===== src/rtl/alu_share_if.sv =====
// alu_share_if: requester, result and shared-ALU signals of the ALU sharing arbiter.
interface alu_share_if #(parameter int WIDTH = 16, parameter int OPW = 3);
    logic             req0, req1;
    logic [OPW-1:0]   op0, op1;
    logic [WIDTH-1:0] a0, a1, b0, b1, imm0, imm1;
    logic             src0, src1;
    logic             ack0, ack1;
    logic [WIDTH-1:0] result0, result1;
    logic             lt0, lt1;
    logic [WIDTH-1:0] alu_a, alu_b, alu_imm;
    logic             alu_src;
    logic [OPW-1:0]   alu_op;
    logic [WIDTH-1:0] alu_out;
    logic             alu_lt;
    logic             busy;
    logic [15:0]      op_count;

    modport slave (
        input  req0, req1, op0, op1, a0, a1, b0, b1, imm0, imm1, src0, src1, alu_out, alu_lt,
        output ack0, ack1, result0, result1, lt0, lt1, alu_a, alu_b, alu_imm, alu_src, alu_op,
               busy, op_count
    );

    modport master (
        output req0, req1, op0, op1, a0, a1, b0, b1, imm0, imm1, src0, src1, alu_out, alu_lt,
        input  ack0, ack1, result0, result1, lt0, lt1, alu_a, alu_b, alu_imm, alu_src, alu_op,
               busy, op_count
    );
endinterface


===== src/rtl/alu_share_arbiter.sv =====
// alu_share_arbiter: round-robin sharing of one combinational ALU between two requesters,
// with a one-entry issue register and registered per-requester results.
module alu_share_arbiter #(
    parameter int WIDTH = 16,
    parameter int OPW   = 3
) (
    input logic       clk,
    input logic       reset_n,
    alu_share_if.slave bus
);
    logic [1:0]       rst_sync;
    logic             rst_i_n;
    logic             el0, el1, cap, sel;
    logic             rr, pend0, pend1, iss_valid, iss_own, ack0, ack1;
    logic             done0, done1;
    logic [WIDTH-1:0] iss_a, iss_b, iss_imm, res0, res1;
    logic [OPW-1:0]   iss_op;
    logic             iss_src, lt0, lt1;
    logic [15:0]      cnt;

    // Reset asserts immediately but releases on a clock edge.
    always_ff @(posedge clk or negedge reset_n)
        if (!reset_n) rst_sync <= 2'b00;
        else          rst_sync <= {rst_sync[0], 1'b1};

    assign rst_i_n = rst_sync[1];

    // A requester sitting in its ack cycle is not yet allowed back in.
    assign el0   = bus.req0 & ~pend0 & ~ack0;
    assign el1   = bus.req1 & ~pend1 & ~ack1;
    assign cap   = el0 | el1;
    assign sel   = (el0 & el1) ? rr : el1;
    assign done0 = iss_valid & ~iss_own;
    assign done1 = iss_valid & iss_own;

    always_ff @(posedge clk or negedge rst_i_n) begin
        if (!rst_i_n) begin
            rr        <= 1'b0;
            pend0     <= 1'b0;
            pend1     <= 1'b0;
            iss_valid <= 1'b0;
            iss_own   <= 1'b0;
            iss_a     <= '0;
            iss_b     <= '0;
            iss_imm   <= '0;
            iss_op    <= '0;
            iss_src   <= 1'b0;
            ack0      <= 1'b0;
            ack1      <= 1'b0;
            res0      <= '0;
            res1      <= '0;
            lt0       <= 1'b0;
            lt1       <= 1'b0;
            cnt       <= '0;
        end else begin
            iss_valid <= cap;
            ack0      <= done0;
            ack1      <= done1;
            pend0     <= (pend0 & ~done0) | (cap & ~sel);
            pend1     <= (pend1 & ~done1) | (cap & sel);
            if (cap) begin
                rr      <= ~sel;
                iss_own <= sel;
                iss_a   <= sel ? bus.a1 : bus.a0;
                iss_b   <= sel ? bus.b1 : bus.b0;
                iss_imm <= sel ? bus.imm1 : bus.imm0;
                iss_op  <= sel ? bus.op1 : bus.op0;
                iss_src <= sel ? bus.src1 : bus.src0;
            end
            if (iss_valid) cnt <= cnt + 16'd1;
            if (done0) begin
                res0 <= bus.alu_out;
                lt0  <= bus.alu_lt;
            end
            if (done1) begin
                res1 <= bus.alu_out;
                lt1  <= bus.alu_lt;
            end
        end
    end

    assign bus.ack0     = ack0;
    assign bus.ack1     = ack1;
    assign bus.result0  = res0;
    assign bus.result1  = res1;
    assign bus.lt0      = lt0;
    assign bus.lt1      = lt1;
    assign bus.alu_a    = iss_a;
    assign bus.alu_b    = iss_b;
    assign bus.alu_imm  = iss_imm;
    assign bus.alu_src  = iss_src;
    assign bus.alu_op   = iss_op;
    assign bus.busy     = iss_valid;
    assign bus.op_count = cnt;
endmodule


===== src/flat_wrapper.sv =====
// flat-port wrapper written by rule: the top's interface ports become plain ports
module alu_share_arbiter_flat 
#(
    parameter int WIDTH = 16,
    parameter int OPW   = 3
)
  (clk, reset_n, bus_req0, bus_req1, bus_op0, bus_op1, bus_a0, bus_a1, bus_b0, bus_b1, bus_imm0, bus_imm1, bus_src0, bus_src1, bus_alu_out, bus_alu_lt, bus_ack0, bus_ack1, bus_result0, bus_result1, bus_lt0, bus_lt1, bus_alu_a, bus_alu_b, bus_alu_imm, bus_alu_src, bus_alu_op, bus_busy, bus_op_count);
  alu_share_if #(.WIDTH(WIDTH), .OPW(OPW)) bus_i ();
  input logic clk;
  input logic reset_n;
  input wire logic [$bits(bus_i.req0)-1:0] bus_req0;
  input wire logic [$bits(bus_i.req1)-1:0] bus_req1;
  input wire logic [$bits(bus_i.op0)-1:0] bus_op0;
  input wire logic [$bits(bus_i.op1)-1:0] bus_op1;
  input wire logic [$bits(bus_i.a0)-1:0] bus_a0;
  input wire logic [$bits(bus_i.a1)-1:0] bus_a1;
  input wire logic [$bits(bus_i.b0)-1:0] bus_b0;
  input wire logic [$bits(bus_i.b1)-1:0] bus_b1;
  input wire logic [$bits(bus_i.imm0)-1:0] bus_imm0;
  input wire logic [$bits(bus_i.imm1)-1:0] bus_imm1;
  input wire logic [$bits(bus_i.src0)-1:0] bus_src0;
  input wire logic [$bits(bus_i.src1)-1:0] bus_src1;
  input wire logic [$bits(bus_i.alu_out)-1:0] bus_alu_out;
  input wire logic [$bits(bus_i.alu_lt)-1:0] bus_alu_lt;
  output wire logic [$bits(bus_i.ack0)-1:0] bus_ack0;
  output wire logic [$bits(bus_i.ack1)-1:0] bus_ack1;
  output wire logic [$bits(bus_i.result0)-1:0] bus_result0;
  output wire logic [$bits(bus_i.result1)-1:0] bus_result1;
  output wire logic [$bits(bus_i.lt0)-1:0] bus_lt0;
  output wire logic [$bits(bus_i.lt1)-1:0] bus_lt1;
  output wire logic [$bits(bus_i.alu_a)-1:0] bus_alu_a;
  output wire logic [$bits(bus_i.alu_b)-1:0] bus_alu_b;
  output wire logic [$bits(bus_i.alu_imm)-1:0] bus_alu_imm;
  output wire logic [$bits(bus_i.alu_src)-1:0] bus_alu_src;
  output wire logic [$bits(bus_i.alu_op)-1:0] bus_alu_op;
  output wire logic [$bits(bus_i.busy)-1:0] bus_busy;
  output wire logic [$bits(bus_i.op_count)-1:0] bus_op_count;
  assign bus_i.req0 = bus_req0;
  assign bus_i.req1 = bus_req1;
  assign bus_i.op0 = bus_op0;
  assign bus_i.op1 = bus_op1;
  assign bus_i.a0 = bus_a0;
  assign bus_i.a1 = bus_a1;
  assign bus_i.b0 = bus_b0;
  assign bus_i.b1 = bus_b1;
  assign bus_i.imm0 = bus_imm0;
  assign bus_i.imm1 = bus_imm1;
  assign bus_i.src0 = bus_src0;
  assign bus_i.src1 = bus_src1;
  assign bus_i.alu_out = bus_alu_out;
  assign bus_i.alu_lt = bus_alu_lt;
  assign bus_ack0 = bus_i.ack0;
  assign bus_ack1 = bus_i.ack1;
  assign bus_result0 = bus_i.result0;
  assign bus_result1 = bus_i.result1;
  assign bus_lt0 = bus_i.lt0;
  assign bus_lt1 = bus_i.lt1;
  assign bus_alu_a = bus_i.alu_a;
  assign bus_alu_b = bus_i.alu_b;
  assign bus_alu_imm = bus_i.alu_imm;
  assign bus_alu_src = bus_i.alu_src;
  assign bus_alu_op = bus_i.alu_op;
  assign bus_busy = bus_i.busy;
  assign bus_op_count = bus_i.op_count;
  alu_share_arbiter #(.WIDTH(WIDTH), .OPW(OPW)) u_core (.clk(clk), .reset_n(reset_n), .bus(bus_i));
endmodule

===== config.mk =====
export PLATFORM = sky130hd
export DESIGN_NAME = alu_share_arbiter_flat
export DESIGN_NICKNAME = d
export VERILOG_FILES = /design/src/rtl/alu_share_if.sv /design/src/rtl/alu_share_arbiter.sv /design/src/flat_wrapper.sv
export SDC_FILE = /design/constraint.sdc
export NUM_CORES = 1
export LEC_CHECK = 0
export CORE_MARGIN = 2
export CORE_UTILIZATION = 37
export DETAILED_ROUTE_END_ITERATION = 10
export PLACE_DENSITY = 0.78
export SLEW_MARGIN = 20
export SYNTH_ARGS = -nofsm -noshare
export SYNTH_HDL_FRONTEND = slang
export SYNTH_SLANG_ARGS = --single-unit

===== constraint.sdc =====
create_clock -name clk -period 3.1 [get_ports clk]
set_clock_uncertainty 0.05 [all_clocks]
set_input_delay 0.775 -clock clk [delete_from_list [all_inputs] [get_ports clk]]
set_output_delay 0.775 -clock clk [all_outputs]
set_load 0.02 [all_outputs]

-- After elaboration in Yosys (flattened, before gate mapping)
Index checks and enable logic that the tools add are counted.
- memories: 0
- output and inout bits: 105
- memory bits (read-only): 0
- memory bits (writable): 0
- word-level logic and storage cells: 47
- input port bits: 125
- latch bits: 0
- register bits after elaboration: 111
- equal/unequal tests: 0
- multiplexer cells: 6
- shift operators: 0
- $lt $le $gt $ge: 0
- reductions and logical operators: 0
- add/subtract/negate cells: 1
- multiply operators: 0
- bitwise operators: 22
- div/mod/pow operators: 0
- operators with widths (operator ; number):
    16-bit two-way mux ; 3
    16-bit by 1-bit adder with 16-bit output (second input constant) ; 1
    1-bit bitwise AND ; 11
    1-bit NOT ; 8
    3-bit two-way mux ; 1
    1-bit OR ; 3
    1-bit two-way mux ; 2

-- Depth between registers and ports, before layout
Gate-level depths: netlist (run 1).
- depth after elaboration: 8
- gate-level depth with buffers: 5
- mapped depth without buffers: 4

-- Least setup slack after synthesis (run 1)
OpenSTA, ideal clock, no wires.
- kind: input to register
- start: in bus_req1
- end: reg u_core.iss_a[0] (netlist: u_core.bus.alu_a[0])
- data required time: 2.927 ns
- setup time: 0.123 ns
- buffers on the path: 1
- stages on the path: 4
- arrival: 1.701 ns
- slack: 1.227 ns
- path through: nor3b_4 > o41ai_4 > buf_6 > o221a_2
- word-level cells in the longest chain between the ends: 5
- elaborated cells between the ends (all ways): 6
- classes of those cells: mux: 2; bitwise: 4
- ends and longest elaborated chain (element ; line ; RTL):
    start, declared ; flat_wrapper.sv:12 ; input wire logic [$bits(bus_i.req1)-1:0] bus_req1;
    1-bit bitwise AND (*) (2 in a row) ; alu_share_arbiter.sv:30 ; assign el1 = bus.req1 & ~pend1 & ~ack1;
    1-bit bitwise AND ; alu_share_arbiter.sv:32 ; assign sel = (el0 & el1) ? rr : el1;
    1-bit two-way mux ; alu_share_arbiter.sv:32 ;
    16-bit two-way mux ; alu_share_arbiter.sv:64 ; iss_a <= sel ? bus.a1 : bus.a0;
    end signal, assigned ; alu_share_arbiter.sv:64 ;
    end, declared ; alu_share_arbiter.sv:16 ; logic [WIDTH-1:0] iss_a, iss_b, iss_imm, res0, res1;
Every way passes the cells marked *; elsewhere a longest branch is shown, timed or not.
A chain may end at the register's enable or synchronous reset.

-- Worst setup path in the final report (run 1)
- start: reg u_core.iss_valid (netlist: u_core.bus.busy)
- end: out bus_busy
- RTL lines (element ; line ; RTL):
    start, declared ; alu_share_arbiter.sv:14 ; logic rr, pend0, pend1, iss_valid, iss_own, ack0, ack1;
    start signal, assigned ; alu_share_arbiter.sv:56 ; iss_valid <= cap;
    end, declared ; flat_wrapper.sv:36 ; output wire logic [$bits(bus_i.busy)-1:0] bus_busy;
No word-level cell between the ends.

==> results of run 1 <==
==> synthesized netlist by cell type <==
cell / instances / area share (%)
ha_1: 1 / 0.27
buf_4: 1 / 0.16
clkbuf_1: 7 / 0.57
xnor2_1: 5 / 0.94
nor4_1: 5 / 0.67
nand2_2: 1 / 0.13
o21ai_0: 1 / 0.11
buf_6: 5 / 1.2
xor2_1: 10 / 1.9
or3_1: 52 / 7.0
conb_1: 1 / 0.081
nand2_1: 7 / 0.57
nor3b_4: 2 / 0.81
o221a_2: 51 / 12
nor3_1: 3 / 0.32
nor2b_1: 1 / 0.13
o21a_1: 2 / 0.32
nand4bb_1: 1 / 0.24
o41ai_4: 1 / 0.59
o221a_1: 1 / 0.24
inv_1: 5 / 0.40
buf_1: 3 / 0.24
nor2_1: 3 / 0.24
nand4_2: 1 / 0.27
mux2_2: 35 / 8.5
nand3_1: 4 / 0.43
buf_2: 8 / 0.86
or2_2: 1 / 0.13
dfrtp_1: 111 / 60
nand4_1: 4 / 0.54
==> power by group <==
group          switching [W]  leakage, nW  internal [W]
clock network       0.000537        0.155      0.000735
registers           0.000442         1.28       0.00210
logic                0.00177         1.56       0.00211
total                0.00275         2.99       0.00495
==> routing by layer <==
layer	share of wire (%)	up-vias
li1	-	1716
met1	39	1887
met2	52	160
met3	7.3	25
met4	2.3	0
met5	0	-
==> final cells by class <==
cell class                 count  area [um^2]  share of cell area (%)
sequential                   111         2780                    37.4
timing repair buffer         237         2380                    32.0
multi-input combinational    193         1710                    23.0
clock buffer                  10          239                    3.22
tap                          168          210                    2.83
clock inverter                 6         92.6                    1.25
inverter                       5         18.8                   0.253
==> how the worst min path moves through the flow <==
stage	slack, ns	depth (start not counted)	endpoint
detailed placement	0.30	0	u_core.rst_sync[1]
global route	0.34	0	u_core.rst_sync[1]
finish	0.31	0	u_core.rst_sync[1]
global placement	0.29	0	u_core.rst_sync[1]
CTS	0.32	0	u_core.rst_sync[1]
floorplan	0.28	0	u_core.rst_sync[1]
==> kinds of logic (layout without fill, tap and decap cells) <==
group                      after synthesis  in the layout
buffers and inverters                   29            258
and+or+nand+nor                         85             85
AOI/OAI and AO/OA                       56             56
DFF                                    111            111
muxes                                   35             35
other                                    1              1
adders and majority gates                1              1
xor gates and xnor gates                15             15
==> per-stage QoR <==
stage          setup WS [ns]  instance area [um^2]  hold slack [ns]  total power [W]  cells
2_1_floorplan           1.19                  4650            0.281          0.00469    333
3_3_place_gp           0.674                  7100            0.288          0.00635    714
3_5_place_dp           0.618                  7100            0.300          0.00647    714
4_1_cts                0.703                  7430            0.316          0.00779    730
5_1_grt                0.669                  7430            0.339          0.00811    730
6_report               0.741                  7430            0.314          0.00770    730
==> flip-flops by register name, indices dropped and copies added (netlist names) <==
name,cells
u_core.bus.op_count,16
u_core.bus.alu_op,3
u_core.rst_sync,2
u_core.bus.ack0,1
u_core.bus.alu_b,16
u_core.bus.busy,1
u_core.bus.alu_src,1
u_core.bus.lt0,1
u_core.pend1,1
u_core.rr,1
u_core.pend0,1
u_core.bus.alu_imm,16
u_core.bus.result1,16
u_core.bus.result0,16
u_core.bus.lt1,1
u_core.bus.alu_a,16
u_core.iss_own,1
u_core.bus.ack1,1
==> results.cfg, run 1 <==
[outcome]
outcome = complete, no violations

[pwr]
peakVddDrop_uv = 721
power_density_nw_per_um2 = 1040
p_leak_nw = 2.99

[global_routing]
grt_max_degree = 59
grt_use_total_pct = 20.7
grt_pass1_vias = 4106
grtUsageMet2_pct = 37.3
grt_busiest_layer = met2
overflow = 0
antenna_found_initial = 0
met1_usage_pct = 23.0
gr-usage-met3_pct = 6.43
grt_pass1_wl_um = 21300

[routing]
route.detailed.drc = 0
routed_wl_um = 13800
vias = 3788
ant_nets = 0
dr.pass1.iters = 4
drt_iter0_markers = 275
via_per_inst = 5.19
detail_route.wl_per_cell_um = 18.9

[timing]
tns_ns = 0
worstMarginPinSlew_ns = 0.917
maxSlewHeadroom_pct = 38.7
rsz0062_at_grt = false
fin_crit_ns = 2.36
setup_violations = 0
fmax_mhz = 424
fin_crit_sh_pct = 76.1
slew_viol_final = 0
hold_violations = 0

[place]
portBuffers = 229
post-dp-hpwl_um = 9770
gp_congestion = 0.795

[synthesis]
yosys.area_share.adder_pct = 0.269
yosys.area_share.simple_pct = 11.5
synth_seq_area_share_pct = 59.8
syn_inst = 333
syn_nets = 459
synth_top_family_by_area = compound AO/OA/AOI/OAI gates
synth_xor_area_share_pct = 2.83
synth_mux_area_share_pct = 8.48
synth_area_um2 = 4650
synth-compound-area-share_pct = 13.6
synth-seq-cells = 111
synth_cell_type_count = 30
ys.warnings.count = 0
syn_avg_cell_area_um2 = 14.0

[setup_path]
worstPathRequired_ns = 2.27
r2r_slack_ns = 1.21
crit_type = reg -> out
setup.worst_path.end = bus_busy
path_max_fanout = 9
worstSetupStartpoint = u_core.bus.busy
critPathBufInv = 1
cp-start-kind = register
cp.arrival_ns = 1.53
crit_family = buffers and inverters
cp_slowest_cell = clkdlybuf4s50_1
path_depth = 1
r2r_start = u_core.bus.busy
critical_path.max_stage_delay_ns = 0.68
timing.rr.end = u_core.bus.result0[10]
rr_worst_depth = 3
end_kind = primary output
cp_cell_sequence = clkdlybuf4s50_1

[die]
num_rows = 40
core_um2 = 12100
start_util_pct = 38.4
dieArea_um2 = 13500
num_io_pins = 230
die_h_um = 116
die_w_um = 116

[cts]
cts_max_level = 3
clock_sinks = 111
root_buffer = clkbuf_16
cts_resized = 0
tritoncts = yes
cts_hold_buf = 0
clkLatencyLatePin_ns = 0.35
ctsLongestPathBuffers = 2
clkTransAtPathRegs_ns = 0.07
numCtsBuffers = 9
cts_setup_buffers = 0

[final_layout]
final_common_cell = clkdlybuf4s50_1
nFillCells = 971
nets = 683
antenna_cells = 0
final_cell_mix = clkdlybuf4s50_1 (229), dfrtp_1 (110), or3_1 (52)
final_util_pct = 61.4
layout-drive-gt1-share_pct = 21.0
synthToLayoutAreaGrowth_pct = 59.9

[min_path]
min_from = u_core.rst_sync[0]
hold_path.class = reg -> reg

[flow_run]
cap_violations = 0
No activity file was read; power rests on OpenSTA's default activity.
==> inputs of run 2 (changes only) <==
==> constraint.sdc (replaced) <==
create_clock -name clk -period 2.09 [get_ports clk]
set_clock_uncertainty 0.05 [all_clocks]
set_input_delay 0.5225 -clock clk [delete_from_list [all_inputs] [get_ports clk]]
set_output_delay 0.5225 -clock clk [all_outputs]
set_load 0.02 [all_outputs]
==> run 2 against run 1 <==
Compared with the run above:
- first-iteration DRC count rose by 0.36%
- sequential share of layout area is 0.31 points lower
- non-clock buffer count increased by 7
- sequential power rose by 48%
- critical path depth is the same
- core utilization rose by 0.52 points
- highest routed layer unchanged
==> results.cfg, run 2 (synthesis gave the netlist of run 1 again) <==
[outcome]
outcome = complete, no violations

[cts]
cts_max_level = 3
clock_sinks = 111
clkTransAtPathRegs_ns = 0.07
clkLatencyLatePin_ns = 0.35
tritoncts = yes
root_buffer = clkbuf_16
ctsLongestPathBuffers = 2
cts_setup_buffers = 0
numCtsBuffers = 9
cts_hold_buf = 0

[die]
num_rows = 40
dieArea_um2 = 13500
start_util_pct = 38.4
die_w_um = 116
core_um2 = 12100
num_io_pins = 230
die_h_um = 116

[global_routing]
grt_use_total_pct = 21.1
grt_pass1_vias = 4080
grt_pass1_wl_um = 21800
overflow = 0
antenna_found_initial = 0
grt_max_degree = 45

[setup_path]
cp_slowest_cell = clkdlybuf4s50_1
rr_worst_depth = 4
path_depth = 1
critPathBufInv = 1
crit_family = buffers and inverters
worstPathRequired_ns = 1.52
path_max_fanout = 4
crit_type = reg -> out
cp.arrival_ns = 1.43
critical_path.max_stage_delay_ns = 0.66
cp-start-kind = register
cp_cell_sequence = clkdlybuf4s50_1
end_kind = primary output

[routing]
ant_nets = 0
via_per_inst = 5.22
route.detailed.drc = 0
detail_route.wl_per_cell_um = 19.2
drt_iter0_markers = 276
vias = 3845
routed_wl_um = 14200
dr.pass1.iters = 6

[timing]
tns_ns = 0
fin_crit_sh_pct = 95.6
slew_viol_final = 0
hold_violations = 0
rsz0062_at_grt = false
setup_violations = 0
whs_ns = 0.246
fmax_mhz = 500
fin_crit_ns = 2.00

[final_layout]
nets = 690
final_area_um2 = 7490
antenna_cells = 0
layout-drive-gt1-share_pct = 22.0
final_cell_mix = clkdlybuf4s50_1 (227), dfrtp_1 (110), or3_1 (52)
final_common_cell = clkdlybuf4s50_1
synthToLayoutAreaGrowth_pct = 61.3

[pwr]
p_leak_nw = 3.04
peakVddDrop_uv = 997
power_density_nw_per_um2 = 1520
p_total_w = 0.0114

[place]
portBuffers = 229
gp_congestion = 0.776
post-dp-hpwl_um = 10200
place_area_um2 = 7190

[flow_run]
cap_violations = 0

[min_path]
hold_path.class = reg -> async
==> run 2: changes by cell type in the layout (fill, tap and decap cells not counted) <==
cell,before,now
buf_4,6,10
clkinvlp_4,2,4
inv_6,1,0
dlymetal6s2s_1,0,2
clkbuf_8,1,0
clkinv_2,0,1
buf_12,2,5
bufinv_16,2,1
clkdlybuf4s50_1,229,227
==> run 2: timing repair <==
item,in CTS,in global routing
endpoints found under the hold margin,0,0
gates resized for setup,0,2
endpoints found under the setup margin,0,2
==> run 2: routing by layer <==
layer / track usage, % / up-vias / routed length (um)
li1: - / 1730 / -
met1: 25.4 / 1901 / 5460
met2: 36.4 / 191 / 7310
met3: 5.91 / 23 / 1100
met4: 7.62 / 0 / 293
met5: 0 / - / 0
==> run 2: power by group <==
part | internal, W | leakage (nW) | switching (W)
logic | 0.00322 | 1.63 | 0.00269
clock network | 0.000930 | 0.134 | 0.000810
registers | 0.00311 | 1.28 | 0.000635
total | 0.00726 | 3.04 | 0.00413
==> run 2: through the flow <==
step                util [%]  cells  setup slack, ns
global placement        59.4    721           0.0104
global route            61.9    737           0.0337
detailed placement      59.4    721          -0.0191
floorplan                  -    333            0.183
CTS                     61.8    737          0.00675
finish                  61.9    737           0.0917
==> run 2: layout make-up <==
cell class	instances	area [um^2]
Clock buffer	9	225
Clock inverter	7	73.8
Fill cell	980	4620
Inverter	5	18.8
Multi-Input combinational cell	193	1710
Sequential cell	111	2780
Tap cell	168	210
Timing Repair Buffer	244	2470
==> run 2: final timing paths <==
kind                                         from                    end  slack, ns
min in group clk               u_core.rst_sync[0]     u_core.rst_sync[1]       0.30
max in group asynchronous      u_core.rst_sync[1]  u_core.bus.result0[1]       1.14
min                            u_core.rst_sync[1]    u_core.bus.alu_a[5]       0.25
min reg2reg                    u_core.rst_sync[1]    u_core.bus.alu_a[5]       0.25
max                        u_core.bus.op_count[9]        bus_op_count[9]       0.09
max reg2reg                          u_core.pend0    u_core.bus.alu_a[2]       0.48
